--- config.mk ---
export PLATFORM = sky130hd
export DESIGN_NAME = fmul_pipe_flat
export DESIGN_NICKNAME = d
export VERILOG_FILES = /design/src/rtl/fmul_pipe_if.sv /design/src/rtl/fmul_pipe.sv /design/src/flat_wrapper.sv
export SDC_FILE = /design/constraint.sdc
export NUM_CORES = 2
export LEC_CHECK = 0
export CAP_MARGIN = 10
export CORE_ASPECT_RATIO = 1.4
export CORE_MARGIN = 2
export CORE_UTILIZATION = 60
export DETAILED_ROUTE_END_ITERATION = 8
export GPL_TIMING_DRIVEN = 0
export PLACE_DENSITY = 0.8
export RECOVER_POWER = 100
export SYNTH_ARGS = -nofsm -noshare
export SYNTH_HDL_FRONTEND = slang
export SYNTH_SLANG_ARGS = --single-unit
--- constraint.sdc ---
create_clock -name clk -period 20.4 [get_ports clk]
set_input_delay 3.06 -clock clk [delete_from_list [all_inputs] [get_ports clk]]
set_output_delay 3.06 -clock clk [all_outputs]
set_load 0.02 [all_outputs]
--- src/rtl/fmul_pipe_if.sv ---
// Operand-issue and result-retire handshake bundle between the FPU dispatcher,
// the fmul pipeline and writeback.
interface fmul_pipe_if #(
   parameter int TAG_W = 5
);
   logic             in_valid;
   logic             in_ready;
   logic [31:0]      in_s;
   logic [31:0]      in_t;
   logic [TAG_W-1:0] in_tag;
   logic             out_valid;
   logic             out_ready;
   logic [31:0]      out_d;
   logic [TAG_W-1:0] out_tag;
   logic             out_overflow;
   logic             out_underflow;

   modport master (
      output in_valid, in_s, in_t, in_tag, out_ready,
      input  in_ready, out_valid, out_d, out_tag, out_overflow, out_underflow
   );

   modport slave (
      input  in_valid, in_s, in_t, in_tag, out_ready,
      output in_ready, out_valid, out_d, out_tag, out_overflow, out_underflow
   );
endinterface

--- src/rtl/fmul_pipe.sv ---
// Two-stage valid/ready pipeline around a single-precision multiplier, with
// sticky overflow/underflow flags and a retired-op counter for the CSR block.
module fmul_pipe #(
   parameter int TAG_W = 5,
   parameter int CNT_W = 16
) (
   input  logic             clk,
   input  logic             rstn,
   fmul_pipe_if.slave       bus,
   input  logic             flag_clear,
   output logic             flag_overflow,
   output logic             flag_underflow,
   output logic [CNT_W-1:0] retired_cnt,
   output logic             busy
);

   // Returns {overflow, underflow, d}. Subnormal inputs/outputs flush to zero; round to nearest even.
   function automatic logic [33:0] fmul(input logic [31:0] s, input logic [31:0] t);
      logic        sign;
      logic [7:0]  es, et;
      logic [22:0] fs, ft, frac;
      logic [47:0] prod;
      logic [23:0] rnd;
      logic        guard, sticky;
      int          e;
      sign = s[31] ^ t[31];
      es   = s[30:23];
      et   = t[30:23];
      fs   = s[22:0];
      ft   = t[22:0];
      if ((es == 8'hFF && fs != 23'd0) || (et == 8'hFF && ft != 23'd0) ||
          (es == 8'hFF && et == 8'h00) || (et == 8'hFF && es == 8'h00))
         return {2'b00, 32'h7FC0_0000};
      if (es == 8'hFF || et == 8'hFF)
         return {2'b00, sign, 8'hFF, 23'd0};
      if (es == 8'h00 || et == 8'h00)
         return {2'b00, sign, 31'd0};
      prod = {1'b1, fs} * {1'b1, ft};
      e    = int'(es) + int'(et) - 127;
      if (prod[47]) begin
         frac   = prod[46:24];
         guard  = prod[23];
         sticky = |prod[22:0];
         e      = e + 1;
      end else begin
         frac   = prod[45:23];
         guard  = prod[22];
         sticky = |prod[21:0];
      end
      rnd  = {1'b0, frac} + {23'd0, guard & (sticky | frac[0])};
      frac = rnd[22:0];
      if (rnd[23])
         e = e + 1;
      if (e >= 255)
         return {2'b10, sign, 8'hFF, 23'd0};
      if (e <= 0)
         return {2'b01, sign, 31'd0};
      return {2'b00, sign, e[7:0], frac};
   endfunction

   logic             r_a_valid;
   logic [31:0]      r_a_s;
   logic [31:0]      r_a_t;
   logic [TAG_W-1:0] r_a_tag;
   logic             r_b_valid;
   logic [31:0]      r_b_d;
   logic [TAG_W-1:0] r_b_tag;
   logic             r_b_ovf;
   logic             r_b_unf;
   logic             r_flag_ovf;
   logic             r_flag_unf;
   logic [CNT_W-1:0] r_cnt;

   logic             w_b_adv;
   logic             w_a_adv;
   logic             w_retire;
   logic [33:0]      w_fm;

   assign w_b_adv  = ~r_b_valid | bus.out_ready;
   assign w_a_adv  = ~r_a_valid | w_b_adv;
   assign w_retire = r_b_valid & bus.out_ready;
   assign w_fm     = fmul(r_a_s, r_a_t);

   // Stage A: operand capture
   always_ff @(posedge clk or negedge rstn) begin
      if (!rstn) begin
         r_a_valid <= 1'b0;
         r_a_s     <= '0;
         r_a_t     <= '0;
         r_a_tag   <= '0;
      end else if (w_a_adv) begin
         r_a_valid <= bus.in_valid;
         if (bus.in_valid) begin
            r_a_s   <= bus.in_s;
            r_a_t   <= bus.in_t;
            r_a_tag <= bus.in_tag;
         end
      end
   end

   // Stage B: product register, drives the result port directly
   always_ff @(posedge clk or negedge rstn) begin
      if (!rstn) begin
         r_b_valid <= 1'b0;
         r_b_d     <= '0;
         r_b_tag   <= '0;
         r_b_ovf   <= 1'b0;
         r_b_unf   <= 1'b0;
      end else if (w_b_adv) begin
         r_b_valid <= r_a_valid;
         if (r_a_valid) begin
            r_b_d   <= w_fm[31:0];
            r_b_tag <= r_a_tag;
            r_b_ovf <= w_fm[33];
            r_b_unf <= w_fm[32];
         end
      end
   end

   // A clear in the same cycle as a new event leaves the flag set.
   always_ff @(posedge clk or negedge rstn) begin
      if (!rstn) begin
         r_flag_ovf <= 1'b0;
         r_flag_unf <= 1'b0;
         r_cnt      <= '0;
      end else begin
         r_flag_ovf <= (r_flag_ovf & ~flag_clear) | (w_retire & r_b_ovf);
         r_flag_unf <= (r_flag_unf & ~flag_clear) | (w_retire & r_b_unf);
         if (w_retire)
            r_cnt <= r_cnt + 1'b1;
      end
   end

   assign bus.in_ready      = w_a_adv;
   assign bus.out_valid     = r_b_valid;
   assign bus.out_d         = r_b_d;
   assign bus.out_tag       = r_b_tag;
   assign bus.out_overflow  = r_b_ovf;
   assign bus.out_underflow = r_b_unf;
   assign flag_overflow     = r_flag_ovf;
   assign flag_underflow    = r_flag_unf;
   assign retired_cnt       = r_cnt;
   assign busy              = r_a_valid | r_b_valid;

endmodule

--- src/flat_wrapper.sv ---
// flat-port wrapper written by rule: the top's interface ports become plain ports
module fmul_pipe_flat 
#(
   parameter int TAG_W = 5,
   parameter int CNT_W = 16
)
  (clk, rstn, flag_clear, flag_overflow, flag_underflow, retired_cnt, busy, bus_in_valid, bus_in_s, bus_in_t, bus_in_tag, bus_out_ready, bus_in_ready, bus_out_valid, bus_out_d, bus_out_tag, bus_out_overflow, bus_out_underflow);
  fmul_pipe_if #(.TAG_W(TAG_W)) bus_i ();
  input  logic clk;
  input  logic rstn;
  input  logic flag_clear;
  output logic flag_overflow;
  output logic flag_underflow;
  output logic [CNT_W-1:0] retired_cnt;
  output logic busy;
  input wire logic [$bits(bus_i.in_valid)-1:0] bus_in_valid;
  input wire logic [$bits(bus_i.in_s)-1:0] bus_in_s;
  input wire logic [$bits(bus_i.in_t)-1:0] bus_in_t;
  input wire logic [$bits(bus_i.in_tag)-1:0] bus_in_tag;
  input wire logic [$bits(bus_i.out_ready)-1:0] bus_out_ready;
  output wire logic [$bits(bus_i.in_ready)-1:0] bus_in_ready;
  output wire logic [$bits(bus_i.out_valid)-1:0] bus_out_valid;
  output wire logic [$bits(bus_i.out_d)-1:0] bus_out_d;
  output wire logic [$bits(bus_i.out_tag)-1:0] bus_out_tag;
  output wire logic [$bits(bus_i.out_overflow)-1:0] bus_out_overflow;
  output wire logic [$bits(bus_i.out_underflow)-1:0] bus_out_underflow;
  assign bus_i.in_valid = bus_in_valid;
  assign bus_i.in_s = bus_in_s;
  assign bus_i.in_t = bus_in_t;
  assign bus_i.in_tag = bus_in_tag;
  assign bus_i.out_ready = bus_out_ready;
  assign bus_in_ready = bus_i.in_ready;
  assign bus_out_valid = bus_i.out_valid;
  assign bus_out_d = bus_i.out_d;
  assign bus_out_tag = bus_i.out_tag;
  assign bus_out_overflow = bus_i.out_overflow;
  assign bus_out_underflow = bus_i.out_underflow;
  fmul_pipe #(.TAG_W(TAG_W), .CNT_W(CNT_W)) u_core (.clk(clk), .rstn(rstn), .bus(bus_i), .flag_clear(flag_clear), .flag_overflow(flag_overflow), .flag_underflow(flag_underflow), .retired_cnt(retired_cnt), .busy(busy));
endmodule
Yosys cells after proc, flatten, opt, wreduce, memory -nomap -nowiden
Index checks and enable logic that the tools add are counted.
{ "totals": {"regBits": 128, "inputBits": 74} }
{ "op_classes": {"addsub": 6, "mul": 1, "n_lt_le_gt_ge": 2, "n_eq_ne": 2, "mux": 45, "n_bitwise": 16, "reduce_logical": 17} }
{ "ops": {"columns": ["cell", "count"], "rows": [
  ["2-to-1 mux 34 bit", 10],
  ["2-to-1 mux 32 bit", 8],
  ["2-to-1 mux 23 bit", 4],
  ["adder 32 x 2 -> 32 bit, second input constant", 2],
  ["multiplier 24 x 24 -> 48 bit", 1],
  ["nonzero test 23 bit", 2],
  [">= comparator 32 x 9 -> 1 bit, second input constant", 1],
  ["less-or-equal comparator 32 x 1 -> 1 bit, second input constant", 1],
  ["subtractor 32 x 8 -> 32 bit, second input constant", 1],
  ["adder 23 x 1 -> 24 bit", 1],
  ["2-to-1 mux 1 bit", 23],
  ["OR reduction 23 bit", 1],
  ["OR reduction 22 bit", 1],
  ["adder 16 x 1 -> 16 bit, second input constant", 1],
  ["== test 8 bit, second input constant", 2],
  ["zero test 8 bit", 2],
  ["adder 8 x 8 -> 9 bit", 1],
  ["AND 1 bit", 6],
  ["bitwise OR 1 bit", 6],
  ["logical OR 1 bit", 5],
  ["logical AND 1 bit", 4],
  ["AND reduction 2 bit", 2],
  ["inverter 1 bit", 3],
  ["XOR 1 bit", 1]
]} }

Depth between registers and ports, before layout
{ "depth": {"word_depth": 33, "mapped_depth": 40, "mapped_depth_nobuf": 34} }

Worst setup path before layout
OpenSTA, ideal clock, no wires.
{ "synth_timing": {"path_kind": "flip-flop to flip-flop", "from": "reg u_core.r_a_t[15]", "to": "reg u_core.r_b_d[22], in the netlist u_core.bus.out_d[22]", "setup_time_ns": 0.110, "arrival_time_ns": 9.316, "required_ns": 20.290, "setup_slack_ns": 10.974, "path_stages_with_launch": 40, "n_path_buf": 7, "synth_period_minus_slack_ns": 9.426, "path_cell_list": "dfrtp_1 -> clkbuf_1 -> clkbuf_1 -> nand2_1 -> fa_1 -> inv_1 -> fa_1 -> inv_1 -> fa_1 -> inv_1 -> fa_1 -> fa_1 -> fa_1 -> inv_1 -> fa_1 -> inv_1 -> ha_1 -> buf_2 -> (+4 left out) -> o21ba_2 -> o211ai_4 -> buf_2 -> buf_4 -> clkbuf_1 -> clkbuf_1 -> nor2_1 -> a21oi_1 -> ha_1 -> nand2_1 -> nor2_1 -> nor4b_1 -> and2_1 -> and3b_1 -> xnor2_1 -> nand2_1 -> o2111ai_1 -> o41ai_1"} }
{ "synth_via": {"elab_chain_len": 24, "word_cells_on_any_way": 51, "classes_between": "2 x add/sub; 1 x mul; 2 x order compare; 37 x mux; 2 x bitwise; 7 x reduce/logical"} }
{ "synth_rtl": {"columns": ["item", "line_no", "text"], "rows": [
  ["from (decl)", "fmul_pipe.sv:63", "logic [31:0] r_a_t;"],
  ["from (signal assigned)", "fmul_pipe.sv:95", "r_a_t <= bus.in_t;"],
  ["multiplier 24 x 24 -> 48 bit", "fmul_pipe.sv:38", "prod = {1'b1, fs} * {1'b1, ft};"],
  ["OR reduction 23 bit or OR reduction 22 bit (tied branches)", "fmul_pipe.sv:43, fmul_pipe.sv:48", null],
  ["2-to-1 mux 1 bit", "fmul_pipe.sv:40", "if (prod[47]) begin"],
  ["2-to-1 mux 1 bit", "fmul_pipe.sv:38", null],
  ["2-to-1 mux 1 bit", "fmul_pipe.sv:36", "if (es == 8'h00 || et == 8'h00)"],
  ["2-to-1 mux 1 bit", "fmul_pipe.sv:34", "if (es == 8'hFF || et == 8'hFF)"],
  ["bitwise OR 1 bit", "fmul_pipe.sv:50", "rnd = {1'b0, frac} + {23'd0, guard & (sticky | frac[0])};"],
  ["AND 1 bit", "fmul_pipe.sv:50", null],
  ["(+8 left out)", null, null],
  ["2-to-1 mux 1 bit", "fmul_pipe.sv:38", null],
  ["2-to-1 mux 1 bit", "fmul_pipe.sv:36", null],
  ["2-to-1 mux 1 bit", "fmul_pipe.sv:34", null],
  ["2-to-1 mux 34 bit", "fmul_pipe.sv:58", "return {2'b00, sign, e[7:0], frac};"],
  ["2-to-1 mux 34 bit", "fmul_pipe.sv:56", "if (e <= 0)"],
  ["2-to-1 mux 34 bit", "fmul_pipe.sv:38", null],
  ["2-to-1 mux 34 bit", "fmul_pipe.sv:36", null],
  ["2-to-1 mux 34 bit (*)", "fmul_pipe.sv:34", null],
  ["to (signal assigned)", "fmul_pipe.sv:112", "r_b_d <= w_fm[31:0];"],
  ["to (decl)", "fmul_pipe.sv:66", "logic [31:0] r_b_d;"]
]} }
Mark *: on every way between the ends. The rest lies on a longest branch, timed or not. The select of a mux whose other input is x is not followed.
A chain may end at the register's enable or synchronous reset.

Worst setup path after layout
{ "layout_timing": {"from": "reg u_core.r_a_t[15]", "to": "reg u_core.r_b_d[18], in the netlist u_core.bus.out_d[18]"} }
Same word-level chain as after synthesis.

==> impl_metrics.ini <==
[logic_synthesis]
synth_async_sr_flop_share_pct = 100
synthesis.nets = 3761
synth-seq-cells = 128
synth_edf_count = 0
synthTopCellsByCount = inv_1 (590), fa_1 (483), nand2_1 (402), and2_1 (244), ha_1 (187)
syn_inst = 3017
synth_area_leader_cell = fa_1
yosysMostFrequentCell = inv_1
ys_warn_count = 0
syn_area_per_cell_um2 = 8.93
synth_seq_area_share_pct = 11.9
synth_area_leaders = fa_1 (36%), dfrtp_1 (12%), ha_1 (8.7%)
ys_types = 95
synth_ff_type = dfrtp_1
synth_top_cell_area_share_pct = 35.9
syn_area_mm2 = 0.0269

[sta]
timing.slew.headroom_pct = -146
worstMarginPinSlew_ns = 3.69
worst_slack_ns = 7.25
hold_viol = 0
rsz0062_at_grt = no
skew_ns = 0.0208
layout_min_cycle_time_ns = 13.15
slew_viol_final = 131
setup_tns_ns = 0
setup_violations = 0
period_share_pct = 64.5
fmax_ghz = 0.0761

[global_route]
grt_pass1_vias = 24600
antenna_found_initial = 10
grt_max_degree = 70
overflow = 0
grt_pass1_wl_um = 144000
track_usage_pct = 42.7

[outcome]
outcome = finished with violations
violations = capacitance limit, slew limit

[min_path]
hold_class = reg -> reg
hold_start = u_core.retired_cnt[15]

[placement]
gp_congestion = 1.04
hpwl_um = 77100
post-place-ws_ns = 8.35
place.port_buffers = 133

[route]
wl_per_cell_um = 25.4
drt_iter0_drc = 1692
dr_wl_met3_um = 8070
via_per_inst = 6.19
ant_nets = 0
drt-met1-wl_um = 29700
drtPass1Iterations = 8
routed_wl_um = 95200
drc = 0
num_vias = 23200
wl_met2_um = 46400
highest_layer = met5

[setup_path]
r2r_setup_slack_ns = 7.25
startpoint_type = flop
r2r-start = u_core.r_a_t[15]
slowest_delay_ns = 0.74
cp-end-kind = flop
critPathKind = reg -> reg
cp.arrival_ns = 13.56
startpoint = u_core.r_a_t[15]
worstPathRequired_ns = 20.81
slowest_stage = clkbuf_1
cp_max_fo = 10

[die]
core-area_mm2 = 0.0442
row_count = 91
boundaryPins = 134
die_y_um = 255
initial_core_util_pct = 61.0
die-area_mm2 = 0.0466
die_w_um = 183

[clock_tree]
clock-sinks = 128
postCtsHoldBufs = 0
clk_pin_slew_ns = 0.07
cts-root-buf = clkbuf_16
cts_tree = built
postCtsSetupRepairBufs = 0
cts_htree_levels = 4
clk-insertion-delay-late_ns = 0.49
clockBufferDepth = 2
post_cts_resized = 0
cts-buffers-inserted = 17

[final_layout]
drive_gt1_share_pct = 5.18
syn2layout_area_growth_pct = 9.76
fin_nets = 3914

[flow_run]
maxCapViolCount = 2
registers in the layout, summed over array words and instances (netlist names):
signal / cells
u_core.flag_overflow: 1
u_core.bus.out_valid: 1
u_core.r_a_valid: 1
u_core.r_a_tag: 5
u_core.bus.out_d: 32
u_core.bus.out_tag: 5
u_core.r_a_t: 32
u_core.r_a_s: 32
u_core.flag_underflow: 1
u_core.bus.out_underflow: 1
u_core.retired_cnt: 16
u_core.bus.out_overflow: 1
worst max-delay path: cells and delay by family, from the launching register on:
kind                     cells  cell delay (ns)
adder cells (fa/ha/maj)      9             4.47
multiplexers                 1             0.24
AO/OA/AOI/OAI                8             2.74
buffers and inverters       12             3.57
AND/OR/NAND/NOR              5             1.47
XOR/XNOR                     1             0.24
flip-flops                   1             0.32
cells in the final DEF, fill, tap and decap left out, types with 10 or more instances in the layout:
master / instances
a211oi_1: 19
a21oi_1: 73
a22o_1: 20
a31oi_1: 16
and2_1: 242
and3_1: 18
buf_2: 10
clkbuf_1: 129
clkbuf_16: 17
clkdlybuf4s50_1: 71
dfrtp_1: 128
dlygate4sd3_1: 61
fa_1: 483
ha_1: 187
inv_1: 590
mux2_2: 75
nand2_1: 402
nand2b_1: 10
nand3_1: 41
nand4_1: 28
nor2_1: 119
nor2b_1: 11
nor3_1: 36
nor4_1: 20
o211ai_1: 10
o21a_1: 10
o21ai_0: 57
or2_2: 13
xnor2_1: 67
xor2_1: 29
cell type report:
cell class,count,area [µm²]
inverter,594,2230
clock inverter,14,178
timing repair buffer,134,1330
sequential,128,3200
antenna,8,20.0
clock buffer,18,429
buffer,142,553
fill,3613,14600
multi-input combinational,2153,20900
tap,558,698
metrics by stage:
stage	cells	instance area [µm²]	hold slack [ns]	utilization, %
6_report	3749	29600	0.476	66.9
5_1_grt	3741	29500	0.501	66.9
4_1_cts	3741	29600	0.473	67.0
3_5_place_dp	3709	29000	0.460	65.6
3_3_place_gp	3708	29000	0.442	65.6
2_1_floorplan	3017	26900	0.433	-
routing by layer:
layer	global-route usage, %	up-vias
met5	0	-
met4	40.2	6
met3	11.7	557
met2	72.0	1304
met1	42.4	11600
li1	-	9746
path summary, 6_finish.rpt:
check / cells after the start / to
max in group asynchronous: 2 / u_core.bus.out_d[6]
setup reg to reg: 36 / u_core.bus.out_d[18]
setup / recovery: 36 / u_core.bus.out_d[18]
hold / removal: 1 / u_core.retired_cnt[15]
hold reg to reg: 1 / u_core.retired_cnt[15]
min in group asynchronous: 1 / u_core.retired_cnt[5]
cells by family after synthesis:
| family | after synthesis | synth area share (%) |
|---|---|---|
| flip-flops | 128 | 11.9 |
| adder cells (fa/ha/maj) | 670 | 44.6 |
| AO/OA/AOI/OAI | 315 | 8.22 |
| AND/OR/NAND/NOR | 985 | 18.1 |
| multiplexers | 86 | 3.57 |
| XOR/XNOR | 97 | 3.18 |
| buffers and inverters | 736 | 10.4 |
Power is left out: the tool's default activity adds up to more than one toggle a clock period on the data nets, which glitch-free logic cannot reach.
